[src/rtl/encoder_pkg.sv]
// Shared types and constants for the sequential 16-to-4 encoder.
// Holds the FSM state type, default widths and the index/mask helper.
package encoder_pkg;

  localparam int DEFAULT_WIDTH = 16;
  localparam int DEFAULT_IDX_W = 4;

  // Highest encodable index; bit 15 of the request vector maps here.
  localparam logic [DEFAULT_IDX_W-1:0] MAX_IDX = 4'hF;

  typedef enum logic {
    IDLE = 1'b0,
    EMIT = 1'b1
  } enc_state_t;

  function automatic logic [DEFAULT_WIDTH-1:0] idx_to_mask(
    input logic [DEFAULT_IDX_W-1:0] idx
  );
    return DEFAULT_WIDTH'(1) << idx;
  endfunction

endpackage

[src/rtl/priority_encoder_16to4.sv]
// Combinational lowest-set-bit finder: bit 0 has the highest priority.
// Reports index 0 with found=0 when the vector is empty.
module priority_encoder_16to4
  import encoder_pkg::*;
#(
  parameter int WIDTH = DEFAULT_WIDTH,
  parameter int IDX_W = DEFAULT_IDX_W
) (
  input  logic [WIDTH-1:0] vec,
  output logic [IDX_W-1:0] idx,
  output logic             found
);

  // Scan from the top down so the last hit, the lowest set bit, wins.
  always_comb begin
    idx   = '0;
    found = 1'b0;
    for (int i = int'(MAX_IDX); i >= 0; i--) begin
      if (vec[i]) begin
        idx   = IDX_W'(i);
        found = 1'b1;
      end
    end
  end

endmodule

[src/rtl/encoder_16to4_seq.sv]
// Sequential 16-to-4 encoder: captures a request vector and emits the index
// of every set bit, lowest first, one per valid/ready handshake, then done.
module encoder_16to4_seq
  import encoder_pkg::*;
#(
  parameter int WIDTH = DEFAULT_WIDTH,
  parameter int IDX_W = DEFAULT_IDX_W
) (
  input  logic             clk_in,
  input  logic             reset_n_in,
  input  logic [WIDTH-1:0] req_in,
  input  logic             load_in,
  input  logic             flush_in,
  input  logic             ready_in,
  output logic             valid_out,
  output logic [IDX_W-1:0] idx_out,
  output logic             busy_out,
  output logic             done_out
);

  enc_state_t       state;
  enc_state_t       state_nx;
  logic [WIDTH-1:0] pending;
  logic [WIDTH-1:0] pending_nx;
  logic [WIDTH-1:0] pending_rest;
  logic             valid_nx;
  logic [IDX_W-1:0] idx_nx;
  logic             busy_nx;
  logic             done_nx;

  logic [IDX_W-1:0] load_idx;
  logic             load_found;
  logic [IDX_W-1:0] next_idx;
  logic             next_found;
  logic             handshake;

  assign handshake    = valid_out && ready_in;
  // The bit currently on idx_out is removed before looking for the next one.
  assign pending_rest = pending & ~idx_to_mask(idx_out);

  priority_encoder_16to4 #(
    .WIDTH(WIDTH),
    .IDX_W(IDX_W)
  ) u_load_enc (
    .vec  (req_in),
    .idx  (load_idx),
    .found(load_found)
  );

  priority_encoder_16to4 #(
    .WIDTH(WIDTH),
    .IDX_W(IDX_W)
  ) u_next_enc (
    .vec  (pending_rest),
    .idx  (next_idx),
    .found(next_found)
  );

  always_comb begin
    state_nx   = state;
    pending_nx = pending;
    valid_nx   = valid_out;
    idx_nx     = idx_out;
    done_nx    = 1'b0;

    if (flush_in) begin
      state_nx   = IDLE;
      pending_nx = '0;
      valid_nx   = 1'b0;
    end else begin
      case (state)
        IDLE: begin
          if (load_in) begin
            if (load_found) begin
              pending_nx = req_in;
              idx_nx     = load_idx;
              valid_nx   = 1'b1;
              state_nx   = EMIT;
            end else begin
              done_nx = 1'b1;
            end
          end
        end
        EMIT: begin
          if (handshake) begin
            pending_nx = pending_rest;
            if (next_found) begin
              idx_nx = next_idx;
            end else begin
              valid_nx = 1'b0;
              done_nx  = 1'b1;
              state_nx = IDLE;
            end
          end
        end
        default: begin
          state_nx   = IDLE;
          pending_nx = '0;
          valid_nx   = 1'b0;
        end
      endcase
    end

    busy_nx = (state_nx == EMIT);
  end

  always_ff @(posedge clk_in or negedge reset_n_in) begin
    if (!reset_n_in) begin
      state     <= IDLE;
      pending   <= '0;
      valid_out <= 1'b0;
      idx_out   <= '0;
      busy_out  <= 1'b0;
      done_out  <= 1'b0;
    end else begin
      state     <= state_nx;
      pending   <= pending_nx;
      valid_out <= valid_nx;
      idx_out   <= idx_nx;
      busy_out  <= busy_nx;
      done_out  <= done_nx;
    end
  end

endmodule

[config.mk]
export PLATFORM = sky130hd
export DESIGN_NAME = encoder_16to4_seq
export DESIGN_NICKNAME = d
export VERILOG_FILES = /design/src/rtl/encoder_pkg.sv /design/src/rtl/priority_encoder_16to4.sv /design/src/rtl/encoder_16to4_seq.sv
export SDC_FILE = /design/constraint.sdc
export NUM_CORES = 1
export LEC_CHECK = 0
export BUFFER_PORTS_ARGS = -buffer_cell sky130_fd_sc_hd__buf_2
export CAP_MARGIN = 0
export CORE_MARGIN = 2
export CORE_UTILIZATION = 50
export CTS_CLUSTER_SIZE = 12
export DETAILED_ROUTE_END_ITERATION = 7
export PLACE_DENSITY = 0.72
export SETUP_SLACK_MARGIN = 0.3
export SYNTH_ARGS = -nofsm -noshare
export SYNTH_HDL_FRONTEND = slang
export SYNTH_SLANG_ARGS = --single-unit
[constraint.sdc]
create_clock -name clk_in -period 2.3 [get_ports clk_in]
set_clock_uncertainty 0.05 [all_clocks]
set_input_delay 0.46 -clock clk_in [delete_from_list [all_inputs] [get_ports clk_in]]
set_output_delay 0.46 -clock clk_in [all_outputs]
set_load 0.02 [all_outputs]
==> impl_metrics.toml, run 1 <==
[placed_design]
place_inst = 308
place_hpwl_um = 4210
gp_congestion = 0.948
port_buffers = 27
post-place-ws_ps = -14.0

[synthesis]
synth_commonest_cells = "nand2_1, nor2_1, dfrtp_1, a21oi_1, o21ai_0"
ys_seq_area_frac = 0.317
synth_ff_type = "dfrtp_1"
ys_ff_latch = 23
synth.distinct_cells = 53
async_reset_ff_frac = 1.00
yosysTopAreaCell = "dfrtp_1"
synth_area_um2 = 1810
synth_enable_flop_cells = 0
synth_area_leaders = "dfrtp_1, nand2_1, nor2_1, a21oi_1, o21ai_0"
yosys_warnings = 0
synth_top_area_share = 0.317
syn_inst = 230
yosysMostFrequentCell = "nand2_1"
synth_fp_nets = 251
syn_avg_cell_area_um2 = 7.89

[setup_path]
path_max_fanout = 8
critPathKind = "flip-flop to flip-flop"
arrival_ps = 2540
worst_setup_path_end_kind = "flip-flop"
start_kind = "flip-flop"
crit_required_ps = 2490

[floorplan]
io_pins = 28
die_area_um2 = 4130
core_um2 = 3420
die_y_um = 64.2
initial_utilization = 0.531
dieWidth_um = 64.2
placementRows = 21

[clock_tree]
clk_latency_ps = 340
clk_pin_slew_ps = 140
cts_buffers = 3
postCtsHoldBufs = 0
cts_root_buf = "clkbuf_4"
clock_path_buffers = 2
cts_tree = "yes"
htree_levels = 1
cts.sinks = 23

[global_routing]
grt_usage = 0.304
grt.overflow.total = 0
grt_pass1_vias = 1931
grt_pass1_wl_um = 9610
grt_max_degree = 24
antenna_found_initial = 0

[cells_and_area]
drive_gt1_frac = 0.278
n_antenna_cell = 0
final_util = 0.658
final_nets = 295
fillers = 318
area_growth_pct = 23.9
instances_no_fill = 319

[timing]
tightest_slew_ps = 533
fin_crit_sh = 1.02
slew_violations = 0
finalHoldViolations = 0
whs_ps = 26.4
period_needed_ps = 2350
rsz0062_at_grt = "true"
clock.fmax_mhz = 426
worst_slack_ps = -47.1
setup_viol = 5
relSlewSlack = 0.645

[pwr]
power_mw = 1.46
leakagePower_nw = 0.922
peakVddDrop_mv = 0.322
p_per_area_nw_per_um2 = 650

[detailed_routing]
wl_per_cell_um = 18.6
drc = 0
drt.antenna.violating_nets = 0
routed_wl_um = 5920
dr_total_vias = 2040
routed_via_density = 6.39
dr.pass1.iters = 6
drtIter0Drc = 95

[worst_hold_path]
hold_path.class = "input pin to async pin"

[run_status]
status = "complete, but fails checks"
violations = "negative setup slack"

[job]
maxCapViolCount = 0
==> layer usage <==
layer,global-route usage,part of all wire,vias up
met5,0,0,-
met4,0.128,0.020,0
met3,0.0423,0.075,11
met2,0.477,0.46,114
met1,0.419,0.44,954
li1,-,-,961
==> layout by cell type (no fill, tap or decap), types with 2 or more instances in the layout <==
master    instances
a211oi_1          3
a21oi_1          18
a22oi_1           4
a311oi_1          4
a31oi_1           8
and2_1            2
buf_2            27
buf_4            23
clkbuf_4          3
dfrtp_1          20
dfrtp_2           3
inv_1             4
mux2_1            2
mux2i_1           6
nand2_1          27
nand2b_1          4
nand3_1           8
nor2_1           22
nor2_2            2
nor2b_1           8
nor3_1            5
nor3b_1           2
nor4_1            4
o211ai_1          3
o21a_1            2
o21ai_0          15
o21bai_1          2
o22ai_1           2
o31ai_1           4
o32a_1            2
or2_2             2
==> cells by family after synthesis <==
family	count (synthesis)	synth area share
AOI/OAI and AO/OA	85	0.319
and+or+nand+nor	96	0.272
DFF	23	0.317
muxes	10	0.0579
buffers and inverters	16	0.0338
==> final timing paths <==
check	start	endpoint	slack [ps]	cells after the start
setup reg to reg	idx_out[0]	idx_out[3]	-50	7
min in group clk_in	load_in	done_out	310	3
hold reg to reg	idx_out[0]	idx_out[0]	570	1
setup / recovery	idx_out[0]	idx_out[3]	-50	7
max in group asynchronous	reset_n_in	idx_out[0]	1790	1
hold / removal	reset_n_in	pending[1]	30	1
==> state kept, by name, summed over array words and instances (netlist names) <==
register,cells
valid_out,1
state,1
done_out,1
pending,16
idx_out,4
==> timing repair <==
item                                    CTS  global route
setup buffers                             4             3
pin swaps                                 6             5
resized for setup                         4            11
endpoints found under the setup margin   19            21
==> cell type report <==
class	instances	area, um2	share of cell area
inverter	4	15.0	0.00668
sequential	23	579	0.258
clock buffer	4	26.3	0.0117
timing repair buffer	51	319	0.142
tap	46	57.6	0.0256
multi-input combinational	191	1250	0.556
==> critical path, cell delays in order, from the launching register on <==
cell	delay, ps
dfrtp_2	480
buf_6	140
mux2_4	280
o32a_1	410
nor4b_4	350
buf_4	180
a311oi_4	120
o22a_1	240
==> report_power, final <==
group	leakage (nW)	internal [mW]	switching [mW]
clock	0.0150	0.0683	0.140
combinational	0.608	0.321	0.422
sequential	0.299	0.447	0.0619
==> per-stage QoR <==
step | setup TNS [ps] | area [um2]
floorplan | 0 | 1830
global placement | 0 | 2100
detailed placement | -14.0 | 2100
CTS | 0 | 2170
global route | -449 | 2250
finish | -89.3 | 2250
Note: power is estimated with default switching activity, not from simulation.
==> run 2, diff against run 1 <==
--- a/config.mk
+++ b/config.mk
@@ -7,11 +7,13 @@
 export LEC_CHECK = 0
 export BUFFER_PORTS_ARGS = -buffer_cell sky130_fd_sc_hd__buf_2
 export CAP_MARGIN = 0
+export CELL_PAD_IN_SITES_DETAIL_PLACEMENT = 0
+export CELL_PAD_IN_SITES_GLOBAL_PLACEMENT = 2
 export CORE_MARGIN = 2
-export CORE_UTILIZATION = 50
+export CORE_UTILIZATION = 33
 export CTS_CLUSTER_SIZE = 12
 export DETAILED_ROUTE_END_ITERATION = 7
-export PLACE_DENSITY = 0.72
+export PLACE_DENSITY_LB_ADDON = 0.1
 export SETUP_SLACK_MARGIN = 0.3
 export SYNTH_ARGS = -nofsm -noshare
 export SYNTH_HDL_FRONTEND = slang
==> run 2 against run 1 <==
  * The flow now finishes without violations
  * Maximum frequency up 4.1%
  * Critical path depth decreased by 1
  * Highest routed layer unchanged
  * Die area grew 48%
  * Routed wire length is 0.30% higher
  * First-iteration DRC count grew 48%
  * Worst setup slack improved by 91 ps
  * Critical path type unchanged
  * Core utilization fell by 21 points
==> impl_metrics.toml, run 2 (synthesis results as in run 1) <==
[setup_path]
rr_endpoint = "done_out"
crit_end = "done_out"
crit_start = "idx_out[2]"
regToRegSetupSlack_ps = 40
start_kind = "flip-flop"
ff2ff_path_depth = 6
critPathKind = "flip-flop to flip-flop"
crit_required_ps = 2460
path_max_fanout = 4
r2r-start = "idx_out[2]"
arrival_ps = 2410
worst_setup_path_end_kind = "flip-flop"

[global_routing]
grt_pass1_wl_um = 9640
grt_usage = 0.200
grt.overflow.total = 0
antenna_found_initial = 0
grt_max_degree = 24
grt_pass1_vias = 1798

[cells_and_area]
n_antenna_cell = 0
fin_area_um2 = 2330
final_cell_mix = "buf_4, nand2_1, buf_2"
final_util = 0.448
multi_input_area_um2 = 1230
layout_commonest_cell = "buf_4"
area_growth_pct = 28.6
top_regs = "pending (16), idx_out (4)"
area.sequential_um2 = 579
drive_gt1_frac = 0.287
largest_reg_flops = 16
fillers = 564
top_register = "pending"
final_nets = 301

[clock_tree]
postCtsHoldBufs = 0
clk_latency_ps = 270
clock_path_buffers = 2
htree_levels = 1
cts_tree = "yes"
clk_pin_slew_ps = 90
cts.sinks = 23
cts_root_buf = "clkbuf_8"
cts_buffers = 3

[detailed_routing]
dr.pass1.iters = 4
routed_via_density = 5.72
dr_total_vias = 1998
routed_wl_um = 5940
drtIter0Drc = 141
drt.antenna.violating_nets = 0
wl_per_cell_um = 17.0
drc = 0

[timing]
period_needed_ps = 2260
setup_viol = 0
clock.fmax_mhz = 443
tightest_slew_ps = 551
fin_crit_sh = 0.981
slew_violations = 0
whs_ps = 113
relSlewSlack = 0.633
worst_slack_ps = 44.3
rsz0062_at_grt = "true"
finalHoldViolations = 0

[placed_design]
gp_congestion = 0.851
dpl_cell_area_um2 = 2210
post-place-ws_ps = 15.3
port_buffers = 27
place_hpwl_um = 4570

[floorplan]
die_area_um2 = 6110
die_y_um = 78.1
core_um2 = 5200
initial_utilization = 0.349
dieWidth_um = 78.1
placementRows = 26
io_pins = 28

[worst_hold_path]
hold_path.class = "input pin to async pin"

[pwr]
peakVddDrop_mv = 0.264
leakagePower_nw = 0.960
p_per_area_nw_per_um2 = 649

[job]
maxCapViolCount = 0

[run_status]
status = "finished clean"
-- run 2: routing by layer --
| metal | vias up | track usage | wire (um) |
|---|---|---|---|
| met4 | 0 | 0.0386 | 31 |
| li1 | 969 | - | - |
| met2 | 74 | 0.303 | 2620 |
| met1 | 951 | 0.308 | 2900 |
| met3 | 4 | 0.0184 | 382 |
| met5 | - | 0 | 0 |
-- run 2: worst min path at each step --
stage           endpoint  slack (ps)  cells after the start
2_1_floorplan   done_out         110                      0
3_3_place_gp   valid_out         440                      1
3_5_place_dp   valid_out         430                      1
4_1_cts        valid_out         140                      1
5_1_grt        valid_out         150                      1
6_report       valid_out         110                      1
-- run 2: timing repair --
action	in CTS	in global routing
buffers inserted	3	1
endpoints found under the setup margin	19	21
pin swaps	8	1
resized for setup	6	3
cloned	0	0
-- run 2: metrics by stage --
step           instances  power (mW)  setup TNS [ps]
5_1_grt              349        1.61            -109
3_3_place_gp         341        1.22               0
3_5_place_dp         341        1.21               0
4_1_cts              348        1.50               0
6_report             349        1.51               0
2_1_floorplan        230       0.921               0
-- run 2: critical path: stages (launching register included) --
cell and delay (ps):
dfrtp_2 430, or4_4 560, a221oi_4 290, nor4b_4 380, nand3_2 140, or2_1 240
a21oi_2 110
-- run 2: where the power goes --
group          switching, mW  total, mW  internal, mW
logic                  0.421      0.753         0.333
clock network          0.139      0.260         0.121
registers             0.0525      0.499         0.447
total                  0.612       1.51         0.901
-- run 2: cell type report --
type,instances,share of cell area
Tap cell,70,0.0376
Timing Repair Buffer,57,0.160
Sequential cell,23,0.248
Inverter,4,0.00644
Multi-Input combinational cell,191,0.528
Clock inverter,1,0.00215
Clock buffer,3,0.0177
